**src/rtl/ip1_test_pkg.sv**
```systemverilog
// Shared types and constants for the ip1 test sequencer and its pin mux.
package ip1_test_pkg;

  typedef enum logic [2:0] {
    IDLE  = 3'd0,
    ARM   = 3'd1,
    START = 3'd2,
    RUN   = 3'd3,
    DONE  = 3'd4,
    TMO   = 3'd5
  } seq_state_t;

  // config_load encoding on the chip pin
  localparam logic PARALLEL_OUT = 1'b1;
  localparam logic SHIFT_REG    = 1'b0;

  // Per-test pin bundle, MSB first: test k occupies test_pins[7k+6:7k]
  typedef struct packed {
    logic config_clk;
    logic reset_not;
    logic config_in;
    logic config_load;
    logic vin_test_trig_out;
    logic scan_in;
    logic scan_load;
  } pin_bundle_t;

  // Safe chip-pin levels whenever no test owns the pins
  localparam pin_bundle_t PIN_DEFAULTS = '{
    config_clk:        1'b0,
    reset_not:         1'b1,
    config_in:         1'b0,
    config_load:       PARALLEL_OUT,
    vin_test_trig_out: 1'b0,
    scan_in:           1'b0,
    scan_load:         1'b0
  };

  function automatic logic is_shift_mode(input pin_bundle_t b);
    return b.config_load == SHIFT_REG;
  endfunction

endpackage

```
**src/rtl/ip1_test_pin_mux.sv**
```systemverilog
// Combinational pin-bundle selector: picks bundle sel_i (1-based) from the
// packed per-test pin vector when granted, otherwise drives PIN_DEFAULTS.
module ip1_test_pin_mux
  import ip1_test_pkg::*;
#(
  parameter int unsigned NUM_TESTS = 15
) (
  input  logic [7*NUM_TESTS-1:0] test_pins_i,
  input  logic [3:0]             sel_i,
  input  logic                   grant_i,
  output pin_bundle_t            pins_o
);

  // Index-driven select with default fallback for idle or out-of-range index
  always_comb begin
    pins_o = PIN_DEFAULTS;
    if (grant_i) begin
      for (int unsigned i = 0; i < NUM_TESTS; i++) begin
        if (sel_i == 4'(i + 1)) pins_o = test_pins_i[7*i +: 7];
      end
    end
  end

endmodule

```
**src/rtl/ip1_test_sequencer.sv**
```systemverilog
// ip1_test_sequencer: runs one selected test FSM at a time, owns the shared
// chip config/scan pins and reports busy/done/timeout/error status.
// Optional run-length timeout is built only when IP1_TEST_SEQ_TIMEOUT_EN is
// defined; otherwise sw_timeout is ignored and status_timeout is tied low.
module ip1_test_sequencer
  import ip1_test_pkg::*;
#(
  parameter int unsigned NUM_TESTS = 15,
  parameter int unsigned TMO_W     = 24
) (
  input  logic                   clk,
  input  logic                   reset,
  input  logic [3:0]             sw_test_sel,
  input  logic                   sw_start,
  input  logic                   sw_abort,
  input  logic [TMO_W-1:0]       sw_timeout,
  input  logic [NUM_TESTS-1:0]   test_done,
  input  logic [7*NUM_TESTS-1:0] test_pins,
  output logic [NUM_TESTS-1:0]   test_enable,
  output logic [NUM_TESTS-1:0]   test_start_re,
  output logic                   o_config_clk,
  output logic                   o_reset_not,
  output logic                   o_config_in,
  output logic                   o_config_load,
  output logic                   o_vin_test_trig_out,
  output logic                   o_scan_in,
  output logic                   o_scan_load,
  output logic [3:0]             active_sel,
  output logic [2:0]             seq_state,
  output logic                   status_busy,
  output logic                   status_done,
  output logic                   status_timeout,
  output logic                   status_err_sel
);

  seq_state_t           state_q;
  logic [3:0]           active_sel_q;
  logic                 sw_start_q;
  logic                 done_armed_q;
  logic                 status_done_q;
  logic                 status_err_sel_q;
  pin_bundle_t          pins_q;
  pin_bundle_t          pins_d;
  logic                 start_re;
  logic                 sel_bad;
  logic                 sel_done;
  logic                 busy;
  logic [NUM_TESTS-1:0] sel_onehot;

`ifdef IP1_TEST_SEQ_TIMEOUT_EN
  logic [TMO_W-1:0] tmo_cnt_q;
  logic             status_timeout_q;
  logic             tmo_hit;
  assign tmo_hit        = (sw_timeout != '0) && (tmo_cnt_q == sw_timeout);
  assign status_timeout = status_timeout_q;
`else
  logic unused_sw_timeout;
  assign unused_sw_timeout = ^sw_timeout;
  assign status_timeout    = 1'b0;
`endif

  assign start_re = sw_start & ~sw_start_q;
  assign sel_bad  = (sw_test_sel == 4'd0) || (32'(sw_test_sel) > NUM_TESTS);
  assign busy     = (state_q == ARM) || (state_q == START) || (state_q == RUN);

  // Decode the latched index into a one-hot and pick that test's done flag
  always_comb begin
    sel_onehot = '0;
    sel_done   = 1'b0;
    for (int unsigned i = 0; i < NUM_TESTS; i++) begin
      if (active_sel_q == 4'(i + 1)) begin
        sel_onehot[i] = 1'b1;
        sel_done      = test_done[i];
      end
    end
  end

  ip1_test_pin_mux #(
    .NUM_TESTS (NUM_TESTS)
  ) u_pin_mux (
    .test_pins_i (test_pins),
    .sel_i       (active_sel_q),
    .grant_i     ((state_q == START) || (state_q == RUN)),
    .pins_o      (pins_d)
  );

  // Sequencer FSM, status flags, timeout counter and registered chip pins
  always_ff @(posedge clk or posedge reset) begin
    if (reset) begin
      state_q          <= IDLE;
      active_sel_q     <= '0;
      sw_start_q       <= 1'b0;
      done_armed_q     <= 1'b0;
      status_done_q    <= 1'b0;
      status_err_sel_q <= 1'b0;
      pins_q           <= PIN_DEFAULTS;
`ifdef IP1_TEST_SEQ_TIMEOUT_EN
      tmo_cnt_q        <= '0;
      status_timeout_q <= 1'b0;
`endif
    end else begin
      sw_start_q <= sw_start;
      pins_q     <= pins_d;
      case (state_q)
        IDLE: begin
          if (start_re) begin
            status_done_q <= 1'b0;
`ifdef IP1_TEST_SEQ_TIMEOUT_EN
            status_timeout_q <= 1'b0;
`endif
            if (sel_bad) begin
              status_err_sel_q <= 1'b1;
            end else begin
              status_err_sel_q <= 1'b0;
              active_sel_q     <= sw_test_sel;
              done_armed_q     <= 1'b0;
`ifdef IP1_TEST_SEQ_TIMEOUT_EN
              tmo_cnt_q        <= '0;
`endif
              state_q          <= ARM;
            end
          end
        end
        ARM, START: begin
          if (sw_abort) begin
            state_q      <= IDLE;
            active_sel_q <= '0;
          end else begin
            state_q <= (state_q == ARM) ? START : RUN;
          end
        end
        RUN: begin
          // Ignore the sticky done from a previous run until it has been seen low
          if (!sel_done) done_armed_q <= 1'b1;
`ifdef IP1_TEST_SEQ_TIMEOUT_EN
          if (tmo_cnt_q != '1) tmo_cnt_q <= tmo_cnt_q + 1'b1;
`endif
          // Priority: abort, then timeout, then done
          if (sw_abort) begin
            state_q      <= IDLE;
            active_sel_q <= '0;
          end
`ifdef IP1_TEST_SEQ_TIMEOUT_EN
          else if (tmo_hit) begin
            state_q <= TMO;
          end
`endif
          else if (done_armed_q && sel_done) begin
            state_q <= DONE;
          end
        end
        DONE: begin
          status_done_q <= 1'b1;
          state_q       <= IDLE;
          active_sel_q  <= '0;
        end
        TMO: begin
`ifdef IP1_TEST_SEQ_TIMEOUT_EN
          status_timeout_q <= 1'b1;
`endif
          state_q      <= IDLE;
          active_sel_q <= '0;
        end
        default: begin
          state_q      <= IDLE;
          active_sel_q <= '0;
        end
      endcase
    end
  end

  assign test_enable   = busy ? sel_onehot : '0;
  assign test_start_re = (state_q == START) ? sel_onehot : '0;

  assign o_config_clk        = pins_q.config_clk;
  assign o_reset_not         = pins_q.reset_not;
  assign o_config_in         = pins_q.config_in;
  assign o_config_load       = pins_q.config_load;
  assign o_vin_test_trig_out = pins_q.vin_test_trig_out;
  assign o_scan_in           = pins_q.scan_in;
  assign o_scan_load         = pins_q.scan_load;

  assign active_sel     = active_sel_q;
  assign seq_state      = state_q;
  assign status_busy    = busy;
  assign status_done    = status_done_q;
  assign status_err_sel = status_err_sel_q;

endmodule

```
**config.mk**
```make
export PLATFORM = sky130hd
export DESIGN_NAME = ip1_test_sequencer
export DESIGN_NICKNAME = d
export VERILOG_FILES = /design/src/rtl/ip1_test_pkg.sv /design/src/rtl/ip1_test_pin_mux.sv /design/src/rtl/ip1_test_sequencer.sv
export SDC_FILE = /design/constraint.sdc
export NUM_CORES = 1
export LEC_CHECK = 0
export CAP_MARGIN = 20
export CORE_MARGIN = 2
export CORE_UTILIZATION = 35
export DETAILED_ROUTE_END_ITERATION = 8
export GPL_TIMING_DRIVEN = 0
export PLACE_DENSITY = 0.95
export SLEW_MARGIN = 40
export SYNTH_ARGS = -nofsm -noshare
export SYNTH_HDL_FRONTEND = slang
export SYNTH_SLANG_ARGS = --single-unit
```
**constraint.sdc**
```tcl
create_clock -name clk -period 4.5 [get_ports clk]
set_input_delay 0.9 -clock clk [delete_from_list [all_inputs] [get_ports clk]]
set_output_delay 0.9 -clock clk [all_outputs]
set_load 0.02 [all_outputs]
```
[After elaboration in Yosys (flattened, before gate mapping)]
Cells that the tools add are included.
Word-level totals
  register bits: 18
  output and inout port bits: 48
  word-level logic and storage cells: 120
Operators by class
  equal/unequal tests: 24
  muxes and demuxes: 66
  bitwise gates (word level): 2
  reductions and logical operators: 15
Operators with widths (number)
  $mux 7: 16
  $mux 1: 36
  $eq 4x4->1 const B: 8
  $mux 15: 2
  $eq 4x3->1 const B: 4
  $mux 3: 4
  $mux 4: 3
  $pmux 3 s3: 1
  $eq 4x2->1 const B: 2
  $pmux 4 s2: 1
  $eq 3x2->1 const B: 2
  $ne 2x2->1 const B: 3
  $reduce_and 3->1: 2
  $eq 4x1->1 const B: 1
  $logic_not 4->1: 1
  $pmux 1 s2: 2
  $reduce_and 2->1: 2
  $reduce_and 4->1: 1
  $reduce_bool 2->1: 2
  $eq 3x1->1 const B: 1
  $eq 3x3->1 const B: 1
  $logic_not 3->1: 1
  $logic_or 1x1->1: 3
  $ne 3x2->1 const B: 1
  other kinds (7): 7

[Logic depth before layout (Yosys ltp)]
  word-level depth: 20
  depth in mapped cells: 9
  depth with buffers taken out: 5

[Hierarchy]
From an unflattened synthesis, not the netlist that was laid out.
Second synthesis, totals
  cells, all modules: 295
  area, all modules: 2289.7 µm²
By module, submodules not included
  ip1_test_pin_mux: instances 1, cells each 160, area each 1212.4 µm², seq. area each 0.0 µm²
  ip1_test_sequencer: instances 1, cells each 135, area each 1077.3 µm², seq. area each 452.9 µm²

[Least setup slack after synthesis]
OpenSTA, ideal clock, no wires.
  path type: register to output
  start: reg active_sel_q[1] (netlist: active_sel[1])
  end: out test_enable[11]
  arrival: 1.950 ns
  required time: 3.600 ns
  setup slack: 1.650 ns
  stages on the path, launching flop included: 7
  path buffers: 5
  path through: dfrtp_1 -> buf_6 -> buf_6 -> buf_2 -> buf_2 -> buf_2 -> nor4_1
Between the ends
  cells in the longest elaborated chain, start to end: 3
RTL lines
  start: declaration: RTL line ip1_test_sequencer.sv:37  | logic [3:0] active_sel_q;
  start signal: assignment: RTL line ip1_test_sequencer.sv:115  | active_sel_q <= sw_test_sel;
  $eq 4x4->1: RTL line ip1_test_sequencer.sv:71  | if (active_sel_q == 4'(i + 1)) begin
  $mux 1: RTL line ip1_test_sequencer.sv:71
  $mux 15: RTL line ip1_test_sequencer.sv:172  | assign test_enable = busy ? sel_onehot : '0;
  end: declaration: RTL line ip1_test_sequencer.sv:19  | output logic [NUM_TESTS-1:0] test_enable,
Every way passes these cells.

[Final worst setup path]
  start: reg active_sel_q[1] (netlist: active_sel[1])
  end: out test_start_re[6]
Between the ends
  cells in the longest elaborated chain, start to end: 3
RTL lines
  $eq 4x3->1: RTL line ip1_test_sequencer.sv:71
  $mux 1: RTL line ip1_test_sequencer.sv:71
  $mux 15: RTL line ip1_test_sequencer.sv:173  | assign test_start_re = (state_q == START) ? sel_onehot : '0;
  end: declaration: RTL line ip1_test_sequencer.sv:20  | output logic [NUM_TESTS-1:0] test_start_re,
Every way passes these cells.

==> results.md <==
* Run status: completed
* Pre-CTS WS at 1.22 ns
* Worst Hold Class: register to register
* Avg WL per Cell at 19.4 um
* Port Buffer Count at 174
* Total number of vias at 3296
* Initial drt markers at 250
* Util after Layout at 0.658
* Total grt overflow at 0
* Max VDD drop at 0.330 mV
* M2 GR Usage at 0.523
* CTS tree: built
* Final min period at 3.58 ns
* Crit path kind: register to output port
* Ys Warns at 0
* Initial Utilization at 0.360
* DRT Wirelength at 11.1 mm
* Worst Hold Path Cells at 1
* 1st-pass router iterations at 5
* Element type at the critical path end: output port
* Cell accounting for the most synthesized area: dfrtp_1
* Sequential share of the synthesized area at 0.198
* Register bit total from synthesis at 18
* # rows at 29
* Clk buf depth at 2
* Drc violations at 0
* Relative slew margins at 0.498
* First-pass GRT wire length at 16.8 mm
* ANT nets after route at 0
* Setup TNS at 0 ns
* Cell count after synthesis at 319
* Setup crit start kind: register
* Post-synth EDFFs at 0
* Max Slew Vio Count at 0
* Top-level I/O count at 200
* Fraction of layout cells with a size suffix above 1 at 0.0785
* Area delta synth->final at 82.8%
* Cts bufs inserted at 3
* # nets final at 650
* PD cells at 449 mW/mm^2
* Hold_ws at 0.516 ns
* Gr busiest metal: met2
* Fin. Hold Viols at 0
* Die area at 0.00719 mm^2
* Post-DR vias/cell at 5.74
* CTS sink cnt at 18
* Syn_nets at 471
* Commonest non-fill, non-tap cell in the layout: clkdlybuf4s50_1
* Placer Congestion at 0.950
* Max-cap violations at 0
* Main flop type after synthesis: dfrtp_1
* Commonest cells after routing, fill and taps aside: clkdlybuf4s50_1, nor2_1, nand2_1
* R2R depth at 7
* Global Route Usage Sum at 0.292
* CP required at 3.60 ns
* Clock Tree Root: clkbuf_8
* Yosys top cell area share at 0.175
* Met3 GRT Util at 0.0720
* PostCTS Resize Cnt at 0
* Worst skew pair latency at 0.26 ns
* Distinct cells, synth at 55
* Initial antenna violation count at 0
* Multi-input logic area at 0.00163 mm^2
* Vias in the first global route at 3354
* Skew final at 0.00748 ns
* Cts hold-fix bufs at 0
* FILL cells at 555
* Post-CTS Setup Bufs at 0
* CORE AREA at 0.00635 mm^2
* Clock-pin slew on the worst setup and hold paths at 0.07 ns
* Htree depth at 1
* Worst-margin pin slew at 0.752 ns
* FF/Latch Area at 453 um^2
* Pleak at 0.00161 uW
* Period Utilization, post-route at 0.796
* Post-DP HPWL at 8.70 mm
* Syn Area/Cell at 7.17 um^2
* Worst setup margin at 0.920 ns
* Crit path max fanout at 10
* RSZ-0062 raised after global routing: no
* CP arrival at 2.68 ns
* Max Freq at 0.279 GHz
* Die W at 84.8 um
* GR met1 Demand/Resource at 0.343
* Die extent in y at 84.8 um
* Synth top area cells: dfrtp_1, nor2_1, mux2i_1
* Largest net degree at the start of global routing at 19
* N_diodes at 0
* Synthesized area at 0.00229 mm^2
* Final setup violation count at 0
* Post-synth ARST share at 1.00
-- cells in the mapped netlist (3+ instances only) --
cell	instances
a22o_1	5
o221ai_1	5
nor3_1	11
nor2b_1	7
buf_6	3
a21boi_0	6
a221oi_1	4
o22ai_1	12
nor2_1	44
a21o_1	4
a211o_1	4
nand2b_1	13
mux2i_1	15
a21oi_1	21
nor4_1	5
a211oi_1	7
nand3_1	7
buf_2	14
clkbuf_1	8
o21a_1	3
a2bb2oi_1	3
o21ai_0	16
mux2_2	5
inv_1	15
dfrtp_1	16
nand2_1	27
-- registers in the layout (all words and copies together), names as in the netlist --
signal and flops:
status_done 1, sw_start_q 1, seq_state 3, o_vin_test_trig_out 1, o_config_load 1, status_err_sel 1, done_armed_q 1, active_sel 4
o_scan_in 1, o_reset_not 1, o_config_clk 1, o_config_in 1, o_scan_load 1
-- where the power goes --
group,internal [uW],switching [uW]
combinational,617,864
clock,77.8,56.6
sequential,218,42.3
total,913,963
-- critical path, stage by stage (launching register included) --
cell and delay, ns:
dfrtp_1 0.36, buf_6 0.13, buf_6 0.14, buf_2 0.30, buf_2 0.30, buf_2 0.25
nand3_1 0.17, nor2_1 0.16, clkdlybuf4s50_1 0.63
-- routing by layer --
layer,routed length [um],part of all wire
met2,5410,0.49
met5,0,0
met1,4300,0.39
met3,1150,0.10
met4,261,0.023
-- worst paths after layout --
kind / from / to / slack, ns
worst max-delay path: active_sel[1] / test_start_re[6] / 0.92
worst min-delay path: status_done / status_done / 0.52
worst max register to register: active_sel[2] / o_vin_test_trig_out / 2.42
worst min register to register: status_done / status_done / 0.52
max in group asynchronous: reset / sw_start_q / 2.94
min in group asynchronous: reset / o_scan_in / 1.08
-- metrics by stage --
step                      power [uW]  area, um^2  instances
after floorplan                 1170        2290        319
after global placement          1690        4120        570
after detailed placement        1720        4120        570
after CTS                       1860        4180        574
after global routing            1990        4180        574
final                           1880        4180        574
-- area by class of cell --
class | count | share of cell area
multi-input cells | 259 | 0.390
inverters | 15 | 0.0135
plain buffers | 27 | 0.0356
repair buffers | 174 | 0.417
flip-flops and latches | 18 | 0.108
well taps | 77 | 0.0231
clock buffers | 4 | 0.0132
-- cells by family after synthesis --
kind of cell           after synthesis  share of synthesized area
other                                1                    0.00164
AOI/OAI and AO/OA                  107                      0.323
muxes                               22                      0.110
and+or+nand+nor                    129                      0.277
DFF                                 18                      0.198
buffers and inverters               42                     0.0898
No activity file was read; power rests on OpenSTA's default activity.
